===== src/rtl/std_mem_d1_copy.sv =====
// Copies len words from a source std_mem_d1 into a destination std_mem_d1, one word per write/done round trip.
// Go/done handshake: go is sampled only in IDLE and done pulses for exactly one cycle at the end of the copy.
module std_mem_d1_copy #(
    parameter int WIDTH    = 32,
    parameter int SIZE     = 16,
    parameter int IDX_SIZE = 4
) (
    input  logic                clk,
    input  logic                reset,
    input  logic                go,
    input  logic [IDX_SIZE:0]   len,
    input  logic [IDX_SIZE-1:0] src_base,
    input  logic [IDX_SIZE-1:0] dst_base,
    output logic [IDX_SIZE-1:0] src_addr0,
    input  logic [WIDTH-1:0]    src_read_data,
    output logic [IDX_SIZE-1:0] dst_addr0,
    output logic [WIDTH-1:0]    dst_write_data,
    output logic                dst_write_en,
    input  logic                dst_done,
    output logic                busy,
    output logic                done
);

    typedef enum logic [1:0] {IDLE, WRITE, WAIT, FINISH} state_t;

    state_t              state;
    logic [IDX_SIZE:0]   remaining;
    logic [IDX_SIZE-1:0] src_ptr;
    logic [IDX_SIZE-1:0] dst_ptr;
    logic                write_en_q;
    logic                done_q;
    logic                busy_q;

    // Wrap at SIZE-1; out-of-range bases fall through to natural modulo-2^IDX_SIZE wrap.
    function automatic logic [IDX_SIZE-1:0] next_ptr(input logic [IDX_SIZE-1:0] p);
        if (p == IDX_SIZE'(SIZE - 1))
            return '0;
        return p + 1'b1;
    endfunction

    always_ff @(posedge clk) begin
        if (reset) begin
            state      <= IDLE;
            remaining  <= '0;
            src_ptr    <= '0;
            dst_ptr    <= '0;
            write_en_q <= 1'b0;
            done_q     <= 1'b0;
            busy_q     <= 1'b0;
        end else begin
            case (state)
                IDLE: begin
                    if (go) begin
                        remaining <= len;
                        src_ptr   <= src_base;
                        dst_ptr   <= dst_base;
                        busy_q    <= 1'b1;
                        if (len == '0) begin
                            state  <= FINISH;
                            done_q <= 1'b1;
                        end else begin
                            state      <= WRITE;
                            write_en_q <= 1'b1;
                        end
                    end
                end
                WRITE: begin
                    state      <= WAIT;
                    write_en_q <= 1'b0;
                end
                WAIT: begin
                    if (dst_done) begin
                        src_ptr   <= next_ptr(src_ptr);
                        dst_ptr   <= next_ptr(dst_ptr);
                        remaining <= remaining - 1'b1;
                        if (remaining == (IDX_SIZE + 1)'(1)) begin
                            state  <= FINISH;
                            done_q <= 1'b1;
                        end else begin
                            state      <= WRITE;
                            write_en_q <= 1'b1;
                        end
                    end
                end
                FINISH: begin
                    state  <= IDLE;
                    done_q <= 1'b0;
                    busy_q <= 1'b0;
                end
                default: begin
                    state      <= IDLE;
                    write_en_q <= 1'b0;
                    done_q     <= 1'b0;
                    busy_q     <= 1'b0;
                end
            endcase
        end
    end

    assign src_addr0      = src_ptr;
    assign dst_addr0      = dst_ptr;
    assign dst_write_en   = write_en_q;
    // Source read data is combinational, so it passes straight through during the strobe.
    assign dst_write_data = write_en_q ? src_read_data : '0;
    assign busy           = busy_q;
    assign done           = done_q;

endmodule


===== config.mk =====
export PLATFORM = sky130hd
export DESIGN_NAME = std_mem_d1_copy
export DESIGN_NICKNAME = d
export VERILOG_FILES = /design/src/rtl/std_mem_d1_copy.sv
export SDC_FILE = /design/constraint.sdc
export NUM_CORES = 1
export LEC_CHECK = 0
export ABC_AREA = 0
export CAP_MARGIN = 20
export CORE_ASPECT_RATIO = 1.2
export CORE_MARGIN = 1.5
export CORE_UTILIZATION = 37
export CTS_BUF_LIST = sky130_fd_sc_hd__clkbuf_16
export DETAILED_ROUTE_END_ITERATION = 12
export HOLD_SLACK_MARGIN = 0.03
export PLACE_DENSITY = 0.87
export SLEW_MARGIN = 20
export SYNTH_ARGS = -nofsm -noshare
export SYNTH_HDL_FRONTEND = slang
export SYNTH_SLANG_ARGS = --single-unit
export TNS_END_PERCENT = 100

===== constraint.sdc =====
create_clock -name clk -period 1.9 [get_ports clk]
set_input_delay 0.19 -clock clk [delete_from_list [all_inputs] [get_ports clk]]
set_output_delay 0.19 -clock clk [all_outputs]
set_load 0.1 [all_outputs]

==> results of run 1 <==
[worst paths after layout]
kind	startpoint	depth (start not counted)	slack [ns]	endpoint
max	state[1]	4	0.18	dst_addr0[2]
min	busy	2	0.46	busy
max reg2reg	state[1]	4	0.18	dst_addr0[2]
min reg2reg	busy	2	0.46	busy
[placed cells by master (no fill, tap or decap), drive strengths merged, types with 2 or more instances in the layout]
cell type       n
nor3            3
inv             6
clkbuf          3
and2           32
ha              4
nor2           16
a311oi          4
mux2            2
a31oi           2
xor2            2
a21oi          11
o21ai           6
nor2b           3
nand2b          2
nand3           2
nand2          15
a211oi          8
buf            46
clkdlybuf4s50  48
dfxtp          18
o221ai          2
a21o            2
[routing by layer]
metal | vias up | wire length, µm
met5 | - | 0
met4 | 0 | 85
met2 | 109 | 2110
li1 | 740 | -
met1 | 695 | 1850
met3 | 12 | 375
[per-stage QoR]
| step | hold slack (ns) | power (mW) | area, µm² | instances |
|---|---|---|---|---|
| 2_1_floorplan | 0.349 | 1.33 | 1270 | 161 |
| 3_3_place_gp | 0.448 | 1.78 | 2500 | 281 |
| 3_5_place_dp | 0.462 | 1.80 | 2500 | 281 |
| 4_1_cts | 0.469 | 2.22 | 2580 | 285 |
| 5_1_grt | 0.492 | 2.29 | 2580 | 285 |
| 6_report | 0.459 | 2.21 | 2580 | 285 |
[flip-flops by register name, indices dropped and copies added, names as in the netlist]
signal and count:
dst_write_en 1, src_addr0 4, done 1, state 2, dst_addr0 4, remaining 5
busy 1
[cell families (layout without fill, tap and decap cells)]
kind of cell | after synthesis | in the layout
mux | 3 | 3
flops | 18 | 18
xor+xnor | 2 | 2
buf+inv | 16 | 104
compound gates | 40 | 40
simple gates | 78 | 78
fa+ha+maj | 4 | 4
[cell type report]
| type | count | area, µm² | share of cell area |
|---|---|---|---|
| timing repair buffer | 94 | 1240 | 0.480 |
| clock buffer | 3 | 75.1 | 0.0291 |
| inverter | 6 | 22.5 | 0.00873 |
| tap | 36 | 45.0 | 0.0175 |
| sequential | 18 | 362 | 0.140 |
| clock inverter | 1 | 3.75 | 0.00145 |
| multi-input combinational | 127 | 835 | 0.323 |
[power by group through the flow]
| stage | Sequential [mW] | Combinational (mW) | Clock (mW) |
|---|---|---|---|
| 2_1_floorplan | 0.645 | 0.682 | 0 |
| 3_3_place_gp | 0.497 | 1.29 | 0 |
| 3_5_place_dp | 0.499 | 1.30 | 0 |
| 4_1_cts | 0.492 | 1.30 | 0.420 |
| 5_1_grt | 0.504 | 1.34 | 0.442 |
| 6_report | 0.493 | 1.30 | 0.419 |
[worst min-delay path: cells and delay by family, from the launching register on]
| family | cells | cell delay, ns |
|---|---|---|
| compound gates | 1 | 0.06 |
| flops | 1 | 0.30 |
| simple gates | 1 | 0.05 |
==> results.toml, run 1 <==
[grt]
grt_max_degree = 35
grt-busiest-layer = "met2"
use_met3 = 0.0333
grt_pass1_wl_mm = 7.04
gr-usage-met1 = 0.302
antenna_found_initial = 0
gr-usage-met2 = 0.430
grt_pass1_vias = 1428
grt_overflow = 0
grt.total_usage = 0.245

[clock_tree]
cts_root_buf = "clkbuf_16"
cts_tree = "yes"
clk_latency_ns = 0.25
cts_htree_levels = 1
cts_resized = 0
cts_setup_buffers = 0
clk_path_buf_depth = 2
holdBufCountCts = 0
cts_buffers = 3
cts_sinks = 18
clkTransAtPathRegs_ns = 0.05

[die]
ioPinCount = 92
die_w_um = 55.7
core_mm2 = 0.00311
start_util = 0.396
die-area_mm2 = 0.00368
die_h_um = 66.2
rows = 22

[pwr]
irDropWorstVdd_mv = 0.742
p_clk_frac = 0.189
powerDensity_mw_per_mm2 = 858
comb_power_share = 0.588
cellLeakagePower_nw = 1.06
p_seq_frac = 0.223
p_sw_mw = 1.04
swShare = 0.471
internal-power_mw = 1.17

[job]
cap_violations = 0

[sta]
setup_ws_ns = 0.182
max_freq_ghz = 0.582
rsz0062_at_grt = "no"
fin_skew_ns = 0.00115
finalCritPeriodShare = 0.904
finalSetupViolations = 0
slew_headroom = 0.700
tns_ns = 0
drv_slew = 0
hold_viol = 0
fin_crit_ns = 1.72
worst-slew-pin-transition_ns = 0.449

[synth]
synth_edf_count = 0
synth_xor_area_frac = 0.0142
synth_seq_cells = 18
ys_seq_area_frac = 0.293
synth_fa_ha_area_frac = 0.0407
synthTopCellsByCount = "and2_1 (32), dfxtp_1 (18), nand2_1 (15), nor2_1 (15), a21oi_1 (11)"
yosysTopAreaCell = "dfxtp_1"
syn_avg_cell_area_um2 = 7.65
syn-num-nets = 214
async_flop_share = 0
synth_top_family_by_area = "simple AND/OR/NAND/NOR gates"
synth_top_area_share = 0.293
netlist_area_mm2 = 0.00123
syn_inst = 161
yosys.area_share.simple = 0.345
yosys_warnings = 0
synth_area_leaders = "dfxtp_1 (29%), and2_1 (16%), a211oi_1 (4.9%)"
ys_types = 34
synthFlopType = "dfxtp_1"
yosysMostFrequentCell = "and2_1"
synth_compound_area_frac = 0.218
synth_mux_area_frac = 0.0295

[critical_path]
cpPeakStageDelay_ns = 0.58
crit_path_top_delay_cell = "dfxtp_1"
critPathBufInv = 0
worstPathCellList = "mux2i_2, or2_1, o21ai_0, a21oi_1"
critical_path_arrival_ns = 1.90
path_class = "flip-flop to flip-flop"
cp_top_family = "flip-flops"
startpoint_type = "flip-flop"
crit_required_ns = 2.08
worstSetupEndpointType = "flip-flop"
cp_max_fo = 13

[final_layout]
nFillCells = 158
antenna_cells = 0
area_growth_pct = 110
postLayoutCoreUtil = 0.830
drive_gt1_frac = 0.341
fin_nets = 303

[routing]
first_pass_iters = 4
vias_per_cell = 5.46
wl_mm = 4.42
drtAntennaViolNets = 0
wl_per_cell_um = 15.5
drc = 0
num_vias = 1556
drt_iter0_drc = 51

[place]
dp_hpwl_mm = 3.55
place_ws_ns = 0.213
gp_routability_congestion = 0.857
port_buffers = 91

[status]
outcome = "complete, no violations"

[worst_hold_path]
min_path_type = "flip-flop to flip-flop"
Power figures use the tool's default switching activity.
==> run 2, diff against run 1 <==
Settings changed: PLACE_DENSITY 0.87 to 0.95, REMOVE_ABC_BUFFERS set to 1.
==> run 2 against run 1 <==
- critical endpoint is now src_addr0[3]
- global-route usage increased by 2.3 points
- non-clock buffer count increased by 2
- combinational power about the same
- largest power group unchanged
- die area unchanged
- setup slack improved by 0.095 ns
- register-to-register slack improved by 0.095 ns
- clock skew about the same
- largest cell class unchanged
- via count decreased by 1.3%
==> results.toml, run 2 (synthesis results as in run 1) <==
[status]
outcome = "complete, no violations"

[grt]
grt.total_usage = 0.267
grt_max_degree = 17
grt_pass1_wl_mm = 7.51
antenna_found_initial = 0
grt_overflow = 0
grt_pass1_vias = 1503

[critical_path]
crit_required_ns = 2.06
worstPathCellList = "mux2i_2, or2_1, a21oi_1, a211oi_1"
worstSetupEndpointType = "flip-flop"
crit_path_top_delay_cell = "dfxtp_2"
r2r_start = "state[1]"
startpoint = "state[1]"
path_class = "flip-flop to flip-flop"
cpPeakStageDelay_ns = 0.47
cp_max_fo = 13
critPathBufInv = 0
r2r_slack_ns = 0.28
startpoint_type = "flip-flop"
critical_path_arrival_ns = 1.78
cp_top_family = "flip-flops"

[routing]
first_pass_iters = 4
top_layer = "met4"
wl_per_cell_um = 17.4
wl_met3_um = 314
drtAntennaViolNets = 0
wl_mm = 4.98
drc = 0
num_vias = 1536
met2_length_mm = 2.81
vias_per_cell = 5.37
m1WireLength_mm = 1.74
drt_iter0_drc = 76

[sta]
drv_slew = 0
worst-slew-pin-transition_ns = 0.417
finalSetupViolations = 0
fin_crit_ns = 1.62
finalCritPeriodShare = 0.854
max_freq_ghz = 0.616
hold_viol = 0
hold_ws_ns = 0.479
fin_skew_ns = 0.000693
tns_ns = 0
rsz0062_at_grt = "no"
slew_headroom = 0.721

[clock_tree]
clkTransAtPathRegs_ns = 0.05
cts_buffers = 3
cts_root_buf = "clkbuf_16"
holdBufCountCts = 0
cts_sinks = 18
cts_setup_buffers = 0
clk_path_buf_depth = 2
cts_htree_levels = 1
clk_latency_ns = 0.24
cts_tree = "yes"
cts_resized = 0

[final_layout]
antenna_cells = 0
fin_area_mm2 = 0.00256
nFillCells = 171
area_growth_pct = 108
regMostFlops = "remaining"
final_common_cell = "clkdlybuf4s50_1"
largest_reg_flops = 5
layout_common_cells = "clkdlybuf4s50_1 (48), buf_12 (33), and2_1 (32)"
drive_gt1_frac = 0.232
fin_nets = 305
postLayoutCoreUtil = 0.822

[worst_hold_path]
hold_start = "busy"
min_path_type = "flip-flop to flip-flop"

[die]
ioPinCount = 92
die_h_um = 66.2
start_util = 0.396
rows = 22
core_mm2 = 0.00311
die_w_um = 55.7
die-area_mm2 = 0.00368

[place]
port_buffers = 91
gp_routability_congestion = 0.880
place_area_mm2 = 0.00248
dp_hpwl_mm = 4.00

[pwr]
irDropWorstVdd_mv = 0.774
cellLeakagePower_nw = 1.04
finalPower_mw = 2.22
powerDensity_mw_per_mm2 = 869

[job]
cap_violations = 0
run 2: power breakdown:
part	internal (mW)	total (mW)	switching [mW]
clock	0.277	0.412	0.135
sequential	0.419	0.483	0.0635
combinational	0.467	1.33	0.860
total	1.16	2.22	1.06
run 2: tightest hold or removal path, stage by stage, from the launching register on:
cell,delay [ns]
dfxtp_1,0.31
nand2_1,0.06
a21oi_1,0.06
run 2: final cells by class:
cell class                      count  area (µm²)  share of cell area
Multi-Input combinational cell    127         800               0.313
Timing Repair Buffer               96        1250               0.490
Tap cell                           36        45.0              0.0176
Inverter                            6        22.5             0.00881
Sequential cell                    18         362               0.141
Clock buffer                        3        75.1              0.0294
run 2: path summary, 6_finish.rpt:
kind	end	depth (start not counted)
setup / recovery	src_addr0[3]	4
hold / removal	busy	2
setup reg to reg	src_addr0[3]	4
hold reg to reg	busy	2
run 2: per-stage QoR:
| stage | cells | setup slack, ns |
|---|---|---|
| after floorplan | 151 | -0.423 |
| after global placement | 283 | 0.260 |
| after detailed placement | 283 | 0.150 |
| after CTS | 286 | 0.211 |
| after global routing | 286 | 0.148 |
| final | 286 | 0.277 |
run 2: layer usage:
layer | global-route usage | vias up
met1 | 0.285 | 689
met3 | 0.0509 | 16
met5 | 0 | -
li1 | - | 739
met2 | 0.533 | 92
met4 | 0.0671 | 0
